===== src/rtl/vram_blit_ctrl.sv =====
// Port-A sequencer for the menu nametable/attribute RAM: runs FILL/COPY block
// commands and lets CPU register accesses take the port whenever they request it.
module vram_blit_ctrl #(
   parameter int AW = 11,
   parameter int LW = 12
) (
   input  logic          clk,
   input  logic          sys_rst,
   input  logic          cmd_start,
   input  logic [1:0]    cmd_op,
   input  logic [AW-1:0] cmd_src,
   input  logic [AW-1:0] cmd_dst,
   input  logic [LW-1:0] cmd_len,
   input  logic [7:0]    cmd_fill,
   input  logic [3:0]    cmd_atr,
   input  logic          cmd_abort,
   output logic          busy,
   output logic          done,
   input  logic          cpu_req,
   input  logic          cpu_we,
   input  logic [AW-1:0] cpu_addr,
   input  logic [7:0]    cpu_di,
   input  logic [3:0]    cpu_atr,
   output logic          cpu_ack,
   output logic [7:0]    cpu_do,
   output logic [AW-1:0] ram_addr,
   output logic          ram_we,
   output logic [7:0]    ram_di,
   output logic [3:0]    ram_atr,
   input  logic [7:0]    ram_do,
   input  logic [3:0]    ram_atr_do
);

   typedef enum logic [1:0] {IDLE, FILL, CP_RD, CP_WR} state_t;

   state_t        state_q, state_d;
   logic [AW-1:0] src_q, dst_q;
   logic [LW-1:0] len_q;
   logic [7:0]    fill_q, dbuf_q, cpu_do_q;
   logic [3:0]    atr_q, abuf_q;
   logic          rd_pend_q, dvalid_q, cpu_rd_q, done_q;

   logic          grant, latch, adv_src, adv_dst, eng_we, eng_rd, done_d;
   logic [AW-1:0] eng_addr;
   logic [7:0]    eng_di;
   logic [3:0]    eng_atr;

   assign grant = ~cpu_req;

   always_comb begin
      state_d  = state_q;
      latch    = 1'b0;
      adv_src  = 1'b0;
      adv_dst  = 1'b0;
      eng_we   = 1'b0;
      eng_rd   = 1'b0;
      done_d   = 1'b0;
      eng_addr = dst_q;
      eng_di   = fill_q;
      eng_atr  = atr_q;
      case (state_q)
         IDLE: begin
            if (cmd_start) begin
               latch = 1'b1;
               if (cmd_len == '0 || cmd_op[1])
                  done_d = 1'b1;
               else
                  state_d = cmd_op[0] ? CP_RD : FILL;
            end
         end
         FILL: begin
            if (grant) begin
               eng_we  = 1'b1;
               adv_dst = 1'b1;
               if (len_q == LW'(1)) begin
                  state_d = IDLE;
                  done_d  = 1'b1;
               end
            end
         end
         CP_RD: begin
            eng_addr = src_q;
            if (grant) begin
               eng_rd  = 1'b1;
               adv_src = 1'b1;
               state_d = CP_WR;
            end
         end
         CP_WR: begin
            // Write straight from the RAM output when the read landed last cycle,
            // otherwise from the buffer filled while the CPU held the port.
            eng_di  = rd_pend_q ? ram_do     : dbuf_q;
            eng_atr = rd_pend_q ? ram_atr_do : abuf_q;
            if (grant && (rd_pend_q || dvalid_q)) begin
               eng_we  = 1'b1;
               adv_dst = 1'b1;
               if (len_q == LW'(1)) begin
                  state_d = IDLE;
                  done_d  = 1'b1;
               end else begin
                  state_d = CP_RD;
               end
            end
         end
         default: state_d = IDLE;
      endcase
      if (cmd_abort && state_q != IDLE) begin
         state_d = IDLE;
         done_d  = 1'b0;
      end
   end

   always_ff @(posedge clk) begin
      if (sys_rst) begin
         state_q   <= IDLE;
         src_q     <= '0;
         dst_q     <= '0;
         len_q     <= '0;
         fill_q    <= '0;
         atr_q     <= '0;
         dbuf_q    <= '0;
         abuf_q    <= '0;
         rd_pend_q <= 1'b0;
         dvalid_q  <= 1'b0;
         cpu_rd_q  <= 1'b0;
         cpu_do_q  <= '0;
         done_q    <= 1'b0;
      end else begin
         state_q   <= state_d;
         done_q    <= done_d;
         rd_pend_q <= eng_rd;
         cpu_rd_q  <= cpu_req & ~cpu_we;
         if (cpu_rd_q)
            cpu_do_q <= ram_do;
         if (latch) begin
            src_q  <= cmd_src;
            dst_q  <= cmd_dst;
            len_q  <= cmd_len;
            fill_q <= cmd_fill;
            atr_q  <= cmd_atr;
         end else begin
            if (adv_src)
               src_q <= src_q + 1'b1;
            if (adv_dst) begin
               dst_q <= dst_q + 1'b1;
               if (len_q != '0)
                  len_q <= len_q - 1'b1;
            end
         end
         if (rd_pend_q) begin
            dbuf_q   <= ram_do;
            abuf_q   <= ram_atr_do;
            dvalid_q <= ~eng_we;
         end else if (latch || eng_we) begin
            dvalid_q <= 1'b0;
         end
      end
   end

   assign busy     = (state_q != IDLE);
   assign done     = done_q;
   assign cpu_ack  = cpu_req;
   assign cpu_do   = cpu_do_q;
   assign ram_addr = cpu_req ? cpu_addr : eng_addr;
   assign ram_we   = cpu_req ? cpu_we   : (eng_we & ~sys_rst);
   assign ram_di   = cpu_req ? cpu_di   : eng_di;
   assign ram_atr  = cpu_req ? cpu_atr  : eng_atr;

endmodule


===== config.mk =====
export PLATFORM = sky130hd
export DESIGN_NAME = vram_blit_ctrl
export DESIGN_NICKNAME = d
export VERILOG_FILES = /design/src/rtl/vram_blit_ctrl.sv
export SDC_FILE = /design/constraint.sdc
export NUM_CORES = 1
export LEC_CHECK = 0
export CAP_MARGIN = 15
export CORE_UTILIZATION = 42
export DETAILED_ROUTE_END_ITERATION = 10
export PLACE_DENSITY = 0.76
export SLEW_MARGIN = 20
export SYNTH_ARGS = -nofsm -noshare
export SYNTH_HDL_FRONTEND = slang
export SYNTH_SLANG_ARGS = --single-unit

===== constraint.sdc =====
create_clock -name clk -period 1.7 [get_ports clk]
set_input_delay 0.255 -clock clk [delete_from_list [all_inputs] [get_ports clk]]
set_output_delay 0.255 -clock clk [all_outputs]
set_load 0.01 [all_outputs]

Word-level counts from Yosys, hierarchy flattened --
Index checks and enable logic that the tools add are counted.
Word-level totals: register bits after elaboration 72, output and inout port bits 35
Operators by class: add/subtract/negate cells 3, equal/unequal tests 10, muxes and demuxes 39, bitwise operators 6, reductions and logical operators 16
Operator list (count):
- $mux 11 | 6
- $mux 12 | 3
- $mux 8 | 3
- $add 11x1->11 const B | 2
- $mux 2 | 8
- $mux 1 | 13
- $eq 12x1->1 const B | 1
- $logic_not 12->1 | 1
- $mux 4 | 3
- $ne 2x2->1 const B | 6
- $reduce_bool 12->1 | 1
- $sub 12x1->12 const B | 1
- $reduce_bool 2->1 | 5
- $pmux 2 s4 | 1
- $reduce_and 6->1 | 1
- $eq 2x2->1 const B | 2
- $not 1->1 | 4
- $logic_or 1x1->1 | 3
- $pmux 1 s3 | 1
- $and 1x1->1 | 2
- $eq 2x1->1 const B | 1
- $logic_and 1x1->1 | 2
- $logic_not 2->1 | 1
- $pmux 1 s2 | 1
- 2 further kinds | 2

Longest topological paths before layout --
depth after elaboration 7, depth in mapped cells 7, gate-level depth less buffers 6

Least setup slack after synthesis --
Ideal clock, no wire load.
path kind register to register, start point register len_q[0], end point register len_q[3], library setup time 0.074 ns, data arrival time 1.756 ns, data required time 1.626 ns, slack -0.130 ns, stages on the path, launching flop included 8, path buffers 1, cells stage by stage dfxtp_1 -> inv_1 -> ha_1 -> nor2b_1 -> and4_1 -> buf_2 -> or4_1 -> a31oi_1
Between the ends: word-level cells in the longest chain between the ends 4, elaborated cells between the ends (all ways) 7
Ends and longest elaborated chain:
- start, declared | line 38 | logic [LW-1:0] len_q;
- start signal, assigned | line 138 | len_q <= cmd_len;
- start signal, assigned | line 147 | len_q <= len_q - 1'b1;
- $sub 12x1->12 | line 147
- $mux 12 | line 146 | if (len_q != '0)
- $mux 12 | line 144 | if (adv_dst) begin
- $mux 12 | line 135 | if (latch) begin
Several ways; a longest one is shown, not always the timed one. The select of a mux whose other input is x is not followed. A chain may end at the register's enable or synchronous reset.

Worst setup path in the final report --
start point register rd_pend_q, end point output ram_di[1]
Between the ends: word-level cells in the longest chain between the ends 3
Ends and longest elaborated chain:
- start, declared | line 41 | logic rd_pend_q, dvalid_q, cpu_rd_q, done_q;
- start signal, assigned | line 131 | rd_pend_q <= eng_rd;
- $mux 8
- $mux 8 | line 61 | case (state_q)
- $mux 8 | line 166 | assign ram_di = cpu_req ? cpu_di : eng_di;
- end, declared | line 28 | output logic [7:0] ram_di,
No other way between the ends.

==> impl_metrics.ini <==
[status]
status = finished with violations
violations = setup timing

[logic_synthesis]
syn-cell-area_um2 = 3940
ys_seq_area_frac = 0.366
avgSynthCellArea_um2 = 7.86
synthFlopType = dfxtp_1
ys_warn_count = 0
synth.distinct_cells = 52
postSynthNetCount = 595
ys_ff_latch = 72
async_reset_ff_frac = 0
synth_edf_count = 0
syn_inst = 501

[pwr]
peakVddDrop_mv = 0.517
cellLeakagePower_nw = 2.88
finalPower_mw = 5.18
power_density_nw_per_um2 = 692

[critical_path]
criticalPathCategory = flip-flop to primary output
cp_slowest_cell = dfxtp_4
r2r_slack_ns = -0.20
endpoint_kind = primary output
rr_worst_depth = 9
rr_endpoint = src_q[4]
slowest_delay_ns = 0.40
critPathMaxFanout = 6
path_buf_inv = 2
path_cells = buf_12, mux2i_4, nor2_1, a21oi_1, o21ai_1, buf_2
worstPathArrival_ns = 1.77
critPathLaunchType = flip-flop
cp.depth = 6
rr_startpoint = state_q[1]
required_ns = 1.44
cp_top_family = flip-flops

[clock_network]
clkLatencyLatePin_ns = 0.37
tritoncts = done
cts-root-buf = clkbuf_8
numCtsBuffers = 9
cts_max_path_buffers = 2
htreeDepth = 3
clkTransAtPathRegs_ns = 0.09
clock-sinks = 72
cts_hold_buf = 0

[cells_and_area]
multiInputGateArea_um2 = 3270
final-seq-area_um2 = 1460
final_nets = 808
n_fill_cell = 422
antenna-diode-count = 0
final_cell_mix = clkdlybuf4s50_1 (87), buf_4 (68), dfxtp_1 (65)
final_common_cell = clkdlybuf4s50_1
areaGrowthSynthToFinish_pct = 90.0
drive_gt1_frac = 0.428

[routing]
wl_per_cell_um = 22.6
firstDrtPassIters = 5
antenna_left = 0
wl_met1_um = 6770
drt-total-wl_um = 18700
highest_layer = met4
num_vias = 5217
drc = 0
drt_iter0_markers = 405
met3_length_um = 1480
via_per_inst = 6.31
wl_met2_um = 9220

[die]
row_count = 34
fp.dieW_um = 98.8
fp.dieH_um = 98.8
core_um2 = 8890
dieArea_um2 = 9770
ios = 124
start_util = 0.443

[grt]
overflow = 0
grt_max_degree = 37
grt_usage = 0.299
antenna_found_initial = 0
grt_pass1_vias = 4738
grt_first_pass_wirelength_um = 23100

[timing]
fin_crit_ns = 2.03
relSlewSlack = 0.635
setup_ws_ns = -0.327
tightestPinTransition_ns = 0.547
rsz0062_at_grt = true
fmax_mhz = 493
period_share = 1.19
hold_viol_final = 0
slew_violations = 0
fin_tns_setup_ns = -9.56
clock_skew_ns = 0.0135
setup_viol = 70

[worst_hold_path]
holdPathStages = 3
min_to = len_q[6]
hold_path_class = input pin to flip-flop
worstHoldStart = cmd_len[6]

[placed_design]
place.gp.congestion = 0.915
hpwlAfterDp_um = 9460
port_buffers = 123

[run]
cap_viol_max_count = 0
## layout make-up
type,count,area share
multi-input combinational,386,0.437
timing repair buffer,237,0.322
sequential,72,0.195
clock buffer,11,0.0189
tap,108,0.0181
clock inverter,5,0.00518
inverter,8,0.00401
## where the power goes
part | switching (mW) | total (mW) | internal (mW)
logic | 0.890 | 1.86 | 0.965
registers | 0.178 | 1.98 | 1.80
clock network | 0.762 | 1.34 | 0.582
total | 1.83 | 5.18 | 3.35
## sequential cells by signal, indices dropped and copies added (netlist names), 2 cells and up
| signal | flops |
|---|---|
| state_q | 2 |
| len_q | 12 |
| fill_q | 8 |
| cpu_do | 8 |
| src_q | 11 |
| atr_q | 4 |
| abuf_q | 4 |
| dst_q | 11 |
| dbuf_q | 8 |
## cell usage after synthesis (all sizes together) (3+ instances only)
library cell | n | area share
mux2i | 32 | 0.081
nor3b | 7 | 0.015
nand4 | 11 | 0.017
nand2 | 67 | 0.066
xor2 | 7 | 0.016
and4 | 3 | 0.0067
dfxtp | 72 | 0.37
a21oi | 29 | 0.037
nand3 | 14 | 0.018
buf | 18 | 0.024
a311oi | 7 | 0.016
o22ai | 3 | 0.0048
o31ai | 4 | 0.0076
nor2 | 70 | 0.067
a31oi | 5 | 0.0079
nor4b | 3 | 0.0067
xnor2 | 6 | 0.013
nor3 | 7 | 0.0089
nor4 | 11 | 0.021
and2 | 3 | 0.0048
a211oi | 16 | 0.031
ha | 5 | 0.016
or4 | 7 | 0.013
inv | 8 | 0.0076
clkbuf | 17 | 0.017
nor2b | 3 | 0.0048
o21ai | 37 | 0.047
or3 | 5 | 0.0079
## logic make-up (layout without fill, tap and decap cells)
group | Yosys count | in the layout | synth area share
and+or+nand+nor | 221 | 221 | 0.279
AOI/OAI and AO/OA | 115 | 115 | 0.180
DFF | 72 | 72 | 0.366
buffers and inverters | 43 | 261 | 0.0486
muxes | 32 | 32 | 0.0813
xor gates and xnor gates | 13 | 13 | 0.0289
adders and majority gates | 5 | 5 | 0.0159
## worst min-delay path: stages
cell and delay, ns:
dlymetal6s2s_1 0.14, nand2_1 0.07, a31oi_1 0.07
## worst max-delay path by stage
| stage | start | slack [ns] | endpoint |
|---|---|---|---|
| finish | rd_pend_q | -0.33 | ram_di[1] |
| CTS | rd_pend_q | -0.16 | ram_di[1] |
| global placement | cmd_len[0] | -0.34 | state_q[0] |
| detailed placement | cmd_len[0] | -0.39 | state_q[0] |
| floorplan | len_q[0] | -0.02 | len_q[3] |
| global route | rd_pend_q | -0.37 | ram_atr[3] |
## stage by stage
step | setup slack, ns | hold WS [ns] | util | std cells | cell area [µm²]
after floorplan | -0.0215 | 0.331 | - | 501 | 3940
after global placement | -0.340 | 0.444 | 0.641 | 760 | 5700
after detailed placement | -0.394 | 0.452 | 0.641 | 760 | 5700
after CTS | -0.164 | 0.334 | 0.725 | 803 | 6440
after global routing | -0.369 | 0.258 | 0.841 | 827 | 7480
final | -0.327 | 0.227 | 0.841 | 827 | 7480
## repair_timing
action / 4_1_cts / 5_1_grt
endpoints found under the setup margin: 43 / 73
gates cloned: 6 / 4
pin swaps: 19 / 61
buffers inserted: 21 / 22
gates resized for setup: 206 / 185
## metal layers
layer,GRT usage,vias to the layer above
met3,0.0440,114
li1,-,2239
met5,0,-
met2,0.541,388
met1,0.347,2476
met4,0.137,0
Note: power is estimated with default switching activity, not from simulation.
